<file path="src/rtl/clk_ctrl_pkg.sv">
// Shared types for the slow-clock run/halt/step controller: controller states
// and the command opcodes seen on CmdOp.
package clk_ctrl_pkg;

  typedef enum logic [1:0] {
    ST_HALT = 2'd0,
    ST_RUN  = 2'd1,
    ST_STEP = 2'd2
  } state_e;

  typedef enum logic [1:0] {
    OP_RUN    = 2'd0,
    OP_HALT   = 2'd1,
    OP_STEP   = 2'd2,
    OP_SETDIV = 2'd3
  } cmd_op_e;

endpackage : clk_ctrl_pkg

</file>
<file path="src/rtl/clk_tick_counter.sv">
// Programmable divide counter: owns the running count, the active divisor and a
// one-deep pending divisor that is only swapped in at terminal count.
module clk_tick_counter #(
  parameter int          CNT_W     = 26,
  parameter int unsigned DIV_RESET = 9
) (
  input  logic             Clk,
  input  logic             Rst,
  input  logic             enable,
  input  logic             clear,
  input  logic             div_wr,
  input  logic             pend_wr,
  input  logic [CNT_W-1:0] wr_data,
  output logic             tc
);

  logic [CNT_W-1:0] div_cnt_q, div_cnt_d;
  logic [CNT_W-1:0] div_reg_q, div_reg_d;
  logic [CNT_W-1:0] pend_div_q, pend_div_d;
  logic             pend_valid_q, pend_valid_d;

  assign tc = enable && (div_cnt_q == div_reg_q);

  always_comb begin
    div_cnt_d    = div_cnt_q;
    div_reg_d    = div_reg_q;
    pend_div_d   = pend_div_q;
    pend_valid_d = pend_valid_q;

    if (clear) begin
      div_cnt_d = '0;
    end else if (enable) begin
      div_cnt_d = tc ? '0 : div_cnt_q + CNT_W'(1);
    end

    // Divisor only changes on a period boundary, so the count never overshoots.
    if (tc && pend_valid_q) begin
      div_reg_d    = pend_div_q;
      pend_valid_d = 1'b0;
    end

    // A direct write while stopped supersedes any stale pending value.
    if (div_wr) begin
      div_reg_d    = wr_data;
      pend_valid_d = 1'b0;
    end

    // Ordered last: a write coinciding with tc queues behind the value just applied.
    if (pend_wr) begin
      pend_div_d   = wr_data;
      pend_valid_d = 1'b1;
    end
  end

  always_ff @(posedge Clk or negedge Rst) begin
    if (!Rst) begin
      div_cnt_q    <= '0;
      div_reg_q    <= CNT_W'(DIV_RESET);
      pend_div_q   <= '0;
      pend_valid_q <= 1'b0;
    end else begin
      div_cnt_q    <= div_cnt_d;
      div_reg_q    <= div_reg_d;
      pend_div_q   <= pend_div_d;
      pend_valid_q <= pend_valid_d;
    end
  end

endmodule : clk_tick_counter

</file>
<file path="src/rtl/clk_step_ctrl.sv">
// Run/halt/single-step sequencer for the core's slow clock: accepts commands,
// drives the tick counter and produces registered TickEn/ClkOut/StepDone.
module clk_step_ctrl
  import clk_ctrl_pkg::*;
#(
  parameter int          CNT_W     = 26,
  parameter int unsigned DIV_RESET = 9
) (
  input  logic             Clk,
  input  logic             Rst,
  input  logic             CmdValid,
  output logic             CmdReady,
  input  logic [1:0]       CmdOp,
  input  logic [CNT_W-1:0] CmdData,
  output logic             TickEn,
  output logic             ClkOut,
  output logic             Running,
  output logic             StepDone
);

  state_e           state_q, state_d;
  logic [CNT_W-1:0] step_cnt_q, step_cnt_d;
  logic             tick_en_q, tick_en_d;
  logic             clk_out_q, clk_out_d;
  logic             step_done_q, step_done_d;

  cmd_op_e          op;
  logic             cmd_fire;
  logic             stop_cmd;
  logic             cnt_enable;
  logic             cnt_clear;
  logic             div_wr;
  logic             pend_wr;
  logic             tc;
  logic [CNT_W-1:0] step_load;

  assign op        = cmd_op_e'(CmdOp);
  assign CmdReady  = (state_q != ST_STEP);
  assign cmd_fire  = CmdValid && CmdReady;
  assign step_load = (CmdData == '0) ? CNT_W'(1) : CmdData;

  // HALT and STEP restart the period, so a coincident terminal count is dropped.
  assign stop_cmd   = cmd_fire && ((op == OP_HALT) || (op == OP_STEP));
  assign cnt_enable = (state_q != ST_HALT) && !stop_cmd;
  assign cnt_clear  = (state_q == ST_HALT) || stop_cmd;
  assign div_wr     = cmd_fire && (op == OP_SETDIV) && (state_q == ST_HALT);
  assign pend_wr    = cmd_fire && (op == OP_SETDIV) && (state_q == ST_RUN);

  clk_tick_counter #(
    .CNT_W     (CNT_W),
    .DIV_RESET (DIV_RESET)
  ) u_tick_counter (
    .Clk     (Clk),
    .Rst     (Rst),
    .enable  (cnt_enable),
    .clear   (cnt_clear),
    .div_wr  (div_wr),
    .pend_wr (pend_wr),
    .wr_data (CmdData),
    .tc      (tc)
  );

  always_comb begin
    state_d     = state_q;
    step_cnt_d  = step_cnt_q;
    tick_en_d   = 1'b0;
    step_done_d = 1'b0;
    clk_out_d   = clk_out_q;

    case (state_q)
      ST_HALT: begin
        clk_out_d = 1'b0;
        if (cmd_fire && (op == OP_RUN)) begin
          state_d = ST_RUN;
        end else if (cmd_fire && (op == OP_STEP)) begin
          state_d    = ST_STEP;
          step_cnt_d = step_load;
        end
      end

      ST_RUN: begin
        if (cmd_fire && (op == OP_HALT)) begin
          state_d   = ST_HALT;
          clk_out_d = 1'b0;
        end else if (cmd_fire && (op == OP_STEP)) begin
          state_d    = ST_STEP;
          step_cnt_d = step_load;
        end else if (tc) begin
          tick_en_d = 1'b1;
          clk_out_d = ~clk_out_q;
        end
      end

      ST_STEP: begin
        if (tc) begin
          tick_en_d = 1'b1;
          if (step_cnt_q == CNT_W'(1)) begin
            step_done_d = 1'b1;
            clk_out_d   = 1'b0;
            step_cnt_d  = '0;
            state_d     = ST_HALT;
          end else begin
            step_cnt_d = step_cnt_q - CNT_W'(1);
            clk_out_d  = ~clk_out_q;
          end
        end
      end

      default: begin
        state_d   = ST_HALT;
        clk_out_d = 1'b0;
      end
    endcase
  end

  always_ff @(posedge Clk or negedge Rst) begin
    if (!Rst) begin
      state_q     <= ST_HALT;
      step_cnt_q  <= '0;
      tick_en_q   <= 1'b0;
      clk_out_q   <= 1'b0;
      step_done_q <= 1'b0;
    end else begin
      state_q     <= state_d;
      step_cnt_q  <= step_cnt_d;
      tick_en_q   <= tick_en_d;
      clk_out_q   <= clk_out_d;
      step_done_q <= step_done_d;
    end
  end

  assign TickEn   = tick_en_q;
  assign ClkOut   = clk_out_q;
  assign StepDone = step_done_q;
  assign Running  = (state_q != ST_HALT);

endmodule : clk_step_ctrl
</file>
<file path="config.mk">
export PLATFORM = sky130hd
export DESIGN_NAME = clk_step_ctrl
export DESIGN_NICKNAME = d
export VERILOG_FILES = /design/src/rtl/clk_ctrl_pkg.sv /design/src/rtl/clk_tick_counter.sv /design/src/rtl/clk_step_ctrl.sv
export SDC_FILE = /design/constraint.sdc
export NUM_CORES = 1
export LEC_CHECK = 0
export CAP_MARGIN = 0
export CORE_MARGIN = 2
export CORE_UTILIZATION = 48
export CTS_BUF_LIST = sky130_fd_sc_hd__clkbuf_16
export DETAILED_ROUTE_END_ITERATION = 12
export GPL_TIMING_DRIVEN = 1
export PLACE_DENSITY = 0.67
export SYNTH_ARGS = -nofsm -noshare
export SYNTH_HDL_FRONTEND = slang
export SYNTH_SLANG_ARGS = --single-unit
export TNS_END_PERCENT = 50
</file>
<file path="constraint.sdc">
create_clock -name Clk -period 6.37 [get_ports Clk]
set_input_delay 1.274 -clock Clk [delete_from_list [all_inputs] [get_ports Clk]]
set_output_delay 1.274 -clock Clk [all_outputs]
set_load 0.02 [all_outputs]
</file>
==> tab_implementation.tex <==
\begin{tabular}{lr}
\hline
Metric & Value \\
\hline
\multicolumn{2}{l}{\textbf{Pwr}} \\
\quad P\_sw & 940 uW \\
\quad Share of power burned in registers & 43.3\% \\
\quad Peak supply drop & 0.217 mV \\
\quad Relative contribution of the clock network to total power & 24.4\% \\
\quad Power per Cell Area & 398 nW/um\^{}2 \\
\quad Combinational Power Share & 32.3\% \\
\quad Leakage power of the design & 0.00289 uW \\
\quad Sw frac & 35.6\% \\
\quad Cell-internal power & 1700 uW \\
\multicolumn{2}{l}{\textbf{Logic synthesis}} \\
\quad Yosys warns & 0 \\
\quad Post-synth ARST share & 100\% \\
\quad Net count after synthesis & 628 \\
\quad Proportion of synthesized chip area in sequential cells & 47.2\% \\
\quad Total standard cell area after synthesis & 5840 sq um \\
\quad Most used DFF post-synth & dfrtp\_1 \\
\quad Post-synth EDFFs & 0 \\
\quad Gate count after technology mapping & 586 \\
\quad Number of storage elements in the synthesis netlist & 110 \\
\quad Syn\_area\_per\_cell & 9.96 sq um \\
\quad Post-synth cell types & 55 \\
\multicolumn{2}{l}{\textbf{CTS}} \\
\quad Depth of the CTS H-tree & 3 \\
\quad Count of cells resized by post-cts repair & 0 \\
\quad TritonCTS clock tree & done \\
\quad Number of buffers between clock root and the deepest sink & 2 \\
\quad Clock buffer count from CTS & 9 \\
\quad Clock Sink Count & 110 \\
\quad Hold Buf Count CTS & 0 \\
\quad Clock insertion delay at the later pin of the skew report & 0.36 ns \\
\quad Buffer type at the clock tree root & clkbuf\_16 \\
\quad Number of post-CTS setup repair buffers & 0 \\
\quad Clock-pin slew reported for the worst setup and hold paths after clock tree synthesis & 0.07 ns \\
\multicolumn{2}{l}{\textbf{STA}} \\
\quad Hold WS & 0.501 ns \\
\quad Slew of the pin with the lowest slew margin & 1.15 ns \\
\quad Remaining max-slew budget at the tightest pin & 23.6\% \\
\quad PnR worst setup slack & 2.39 ns \\
\quad Pins over their slew limit & 0 \\
\quad RSZ-0062 raised after global routing & false \\
\quad Setup Skew & 0.0116 ns \\
\quad Final hold violation count & 0 \\
\quad Minimum clock period after layout & 3.98 ns \\
\quad Timing-limited maximum frequency & 0.252 GHz \\
\quad Count of final setup violators & 0 \\
\quad Part of the cycle the worst path needs & 62.4\% \\
\quad Sum of negative setup slack & 0 ns \\
\multicolumn{2}{l}{\textbf{Cells and area}} \\
\quad Diodes inserted & 0 \\
\quad Final layout net count & 651 \\
\quad Layout cell share with drive strength beyond 1 & 9.12\% \\
\quad Total non-filler cell area in the finished layout & 6640 sq um \\
\quad Final-layout fill cell count & 1037 \\
\quad Synthesis-to-layout area growth & 13.8\% \\
\quad Final cell utilization of the core & 55.5\% \\
\multicolumn{2}{l}{\textbf{Worst setup path}} \\
\quad Reg2reg end & u\_tick\_counter.div\_cnt\_q[2] \\
\quad CP endpoint kind & flop \\
\quad Largest fanout on the critical path & 25 \\
\quad Cells along the critical path & clkdlybuf4s50\_1 -> inv\_1 -> ha\_1 -> a2111o\_1 -> nor4\_4 -> nand2\_1 -> nand2\_1 -> nor2\_1 \\
\quad Standard cell with the maximum stage delay on the critical path & nand2\_1 \\
\quad Worst stage delay on the critical path & 0.75 ns \\
\quad Slack of the worst reg-to-reg path & 2.78 ns \\
\quad Crit start category & input pin \\
\quad Cells on worst reg2reg path & 8 \\
\quad Worst endpoint data arrival time & 4.18 ns \\
\quad Setup CP Type & in -> reg \\
\quad Crit path top cell by count & nand2\_1 \\
\quad Startpoint of the worst register-to-register path & state\_q[0] \\
\quad Worst endpoint required time & 6.57 ns \\
\multicolumn{2}{l}{\textbf{Detailed routing}} \\
\quad Final routed wirelength across all metal layers & 14.0 mm \\
\quad Average wire length per cell after detail routing & 18.4 um \\
\quad Detailed-route via count & 4589 \\
\quad Number of remaining DRC errors & 0 \\
\quad Iteration count of the initial detailed-routing pass & 4 \\
\quad Antenna Nets Post-Route & 0 \\
\quad Average via count per standard cell & 6.03 \\
\quad Number of DRC violations after detailed-routing iteration 0 & 251 \\
\multicolumn{2}{l}{\textbf{Global routing}} \\
\quad Maximum number of pins on one net before global-route repair & 69 \\
\quad Wire length of the first global-routing pass & 23.4 mm \\
\quad Antenna violations before repair & 0 \\
\quad Remaining global-route overflow & 0 \\
\quad Combined global-route utilization of all metal layers & 22.9\% \\
\quad Vias in the first global route & 4549 \\
\multicolumn{2}{l}{\textbf{Place}} \\
\quad Final RePlAce weighted congestion & 0.925 \\
\quad Area after detailed placement & 6300 sq um \\
\quad Quantity of I/O buffers inserted on ports & 35 \\
\quad Post-Place Worst Slack & 2.00 ns \\
\quad Estimated wirelength of the detail-placed design & 9.87 mm \\
\multicolumn{2}{l}{\textbf{Worst hold path}} \\
\quad Hold Path Sink & u\_tick\_counter.div\_reg\_q[0] \\
\quad Tightest Hold Check Type & reg -> reg \\
\quad Hold Path Origin & u\_tick\_counter.div\_reg\_q[0] \\
\quad Number of cells on the worst hold path & 2 \\
\multicolumn{2}{l}{\textbf{Floorplan}} \\
\quad Die Area & 13100 sq um \\
\quad Vertical die dimension & 114 um \\
\quad Placeable Area & 12000 sq um \\
\quad Initial cell density of the core & 48.8\% \\
\quad Die outline width & 114 um \\
\quad I/O pin total & 36 \\
\quad Number of cell rows & 40 \\
\multicolumn{2}{l}{\textbf{Flow run}} \\
\quad Max-cap violations & 0 \\
\multicolumn{2}{l}{\textbf{Outcome}} \\
\quad Result of the run & complete, no violations \\
\hline
\end{tabular}
-- area by class of cell --
class / instances / area [sq um] / share of cell area, %
multi-input combinational: 435 / 2930 / 44.1
sequential: 110 / 2760 / 41.5
timing repair buffer: 40 / 385 / 5.80
clock buffer: 9 / 225 / 3.39
tap: 147 / 184 / 2.77
clock inverter: 7 / 113 / 1.70
inverter: 13 / 48.8 / 0.735
-- Yosys cell counts (3+ instances only) --
library cell | count | area [sq um]
and3_1 | 7 | 43.8
and4_1 | 6 | 52.6
inv_1 | 13 | 48.8
a21o_1 | 3 | 22.5
nor4b_1 | 3 | 26.3
a22oi_1 | 3 | 22.5
dfrtp_1 | 108 | 2700
mux2i_1 | 27 | 270
nor4_1 | 12 | 75.1
xor2_1 | 19 | 166
nand4_1 | 19 | 119
or3_1 | 4 | 25.0
or4_1 | 4 | 30.0
nor2b_1 | 3 | 18.8
xnor2_1 | 31 | 272
nand3_1 | 14 | 70.1
o21ai_0 | 52 | 260
nand2_1 | 63 | 236
ha_1 | 11 | 138
a21oi_1 | 11 | 55.1
nor2_1 | 51 | 191
and2_1 | 4 | 25.0
a221o_1 | 6 | 60.1
o211ai_1 | 7 | 52.6
buf_2 | 7 | 35.0
a32oi_1 | 7 | 61.3
nor3_1 | 10 | 50.1
clkbuf_1 | 20 | 75.1
a31oi_1 | 4 | 25.0
mux2_2 | 27 | 304
-- worst max-delay path: cells and delay by family --
kind | cells | cell delay, ns
simple gates | 4 | 1.58
buf+inv | 2 | 0.59
fa+ha+maj | 1 | 0.32
compound gates | 1 | 0.41
-- stage by stage --
step                      instances  total power (uW)
after detailed placement        745              2010
after global placement          745              1970
after global routing            761              2810
after CTS                       761              2650
final                           761              2640
after floorplan                 586              1730
-- flip-flops by register name (all words and copies together) (netlist names) --
signal,flops
u_tick_counter.pend_div_q,26
u_tick_counter.div_reg_q,26
ClkOut,1
state_q,2
TickEn,1
u_tick_counter.pend_valid_q,1
u_tick_counter.div_cnt_q,26
step_cnt_q,26
StepDone,1
-- power groups by stage --
stage / Combinational, uW / Sequential, uW / Clock, uW
after floorplan: 637 / 1100 / 0
after global placement: 831 / 1140 / 0
after detailed placement: 854 / 1150 / 0
after CTS: 859 / 1140 / 651
after global routing: 955 / 1180 / 677
final: 854 / 1140 / 644
-- how the worst max path moves through the flow --
stage / startpoint / to / slack (ns)
floorplan: CmdOp[0] / step_cnt_q[25] / 3.14
global route: CmdOp[0] / u_tick_counter.div_cnt_q[8] / 2.19
finish: CmdOp[0] / u_tick_counter.div_cnt_q[2] / 2.39
CTS: CmdOp[0] / u_tick_counter.div_cnt_q[8] / 2.39
global placement: CmdOp[0] / u_tick_counter.div_cnt_q[24] / 2.13
detailed placement: CmdOp[0] / u_tick_counter.div_cnt_q[21] / 2.00
-- cell usage in the layout (no fill, tap or decap), types with 12 or more instances in the layout --
cell type,instances
clkdlybuf4s50_1,34
dfrtp_1,108
inv_1,13
mux2_2,27
mux2i_1,27
nand2_1,63
nand3_1,14
nand4_1,19
nor2_1,51
nor4_1,12
o21ai_0,52
xnor2_1,31
xor2_1,19
-- routing by layer --
layer	track usage [%]	wire length, um
met4	7.72	206
met5	0	0
met3	4.50	624
met1	30.7	6340
met2	37.5	6810
-- cell families (layout without fill, tap and decap cells) --
group	Yosys count	after routing	synth area share (%)
buf+inv	41	69	2.85
compound gates	112	112	12.5
mux	54	54	9.84
xor+xnor	50	50	7.50
simple gates	208	208	17.8
fa+ha+maj	11	11	2.36
flops	110	110	47.2
No activity file was read; power rests on OpenSTA's default activity.
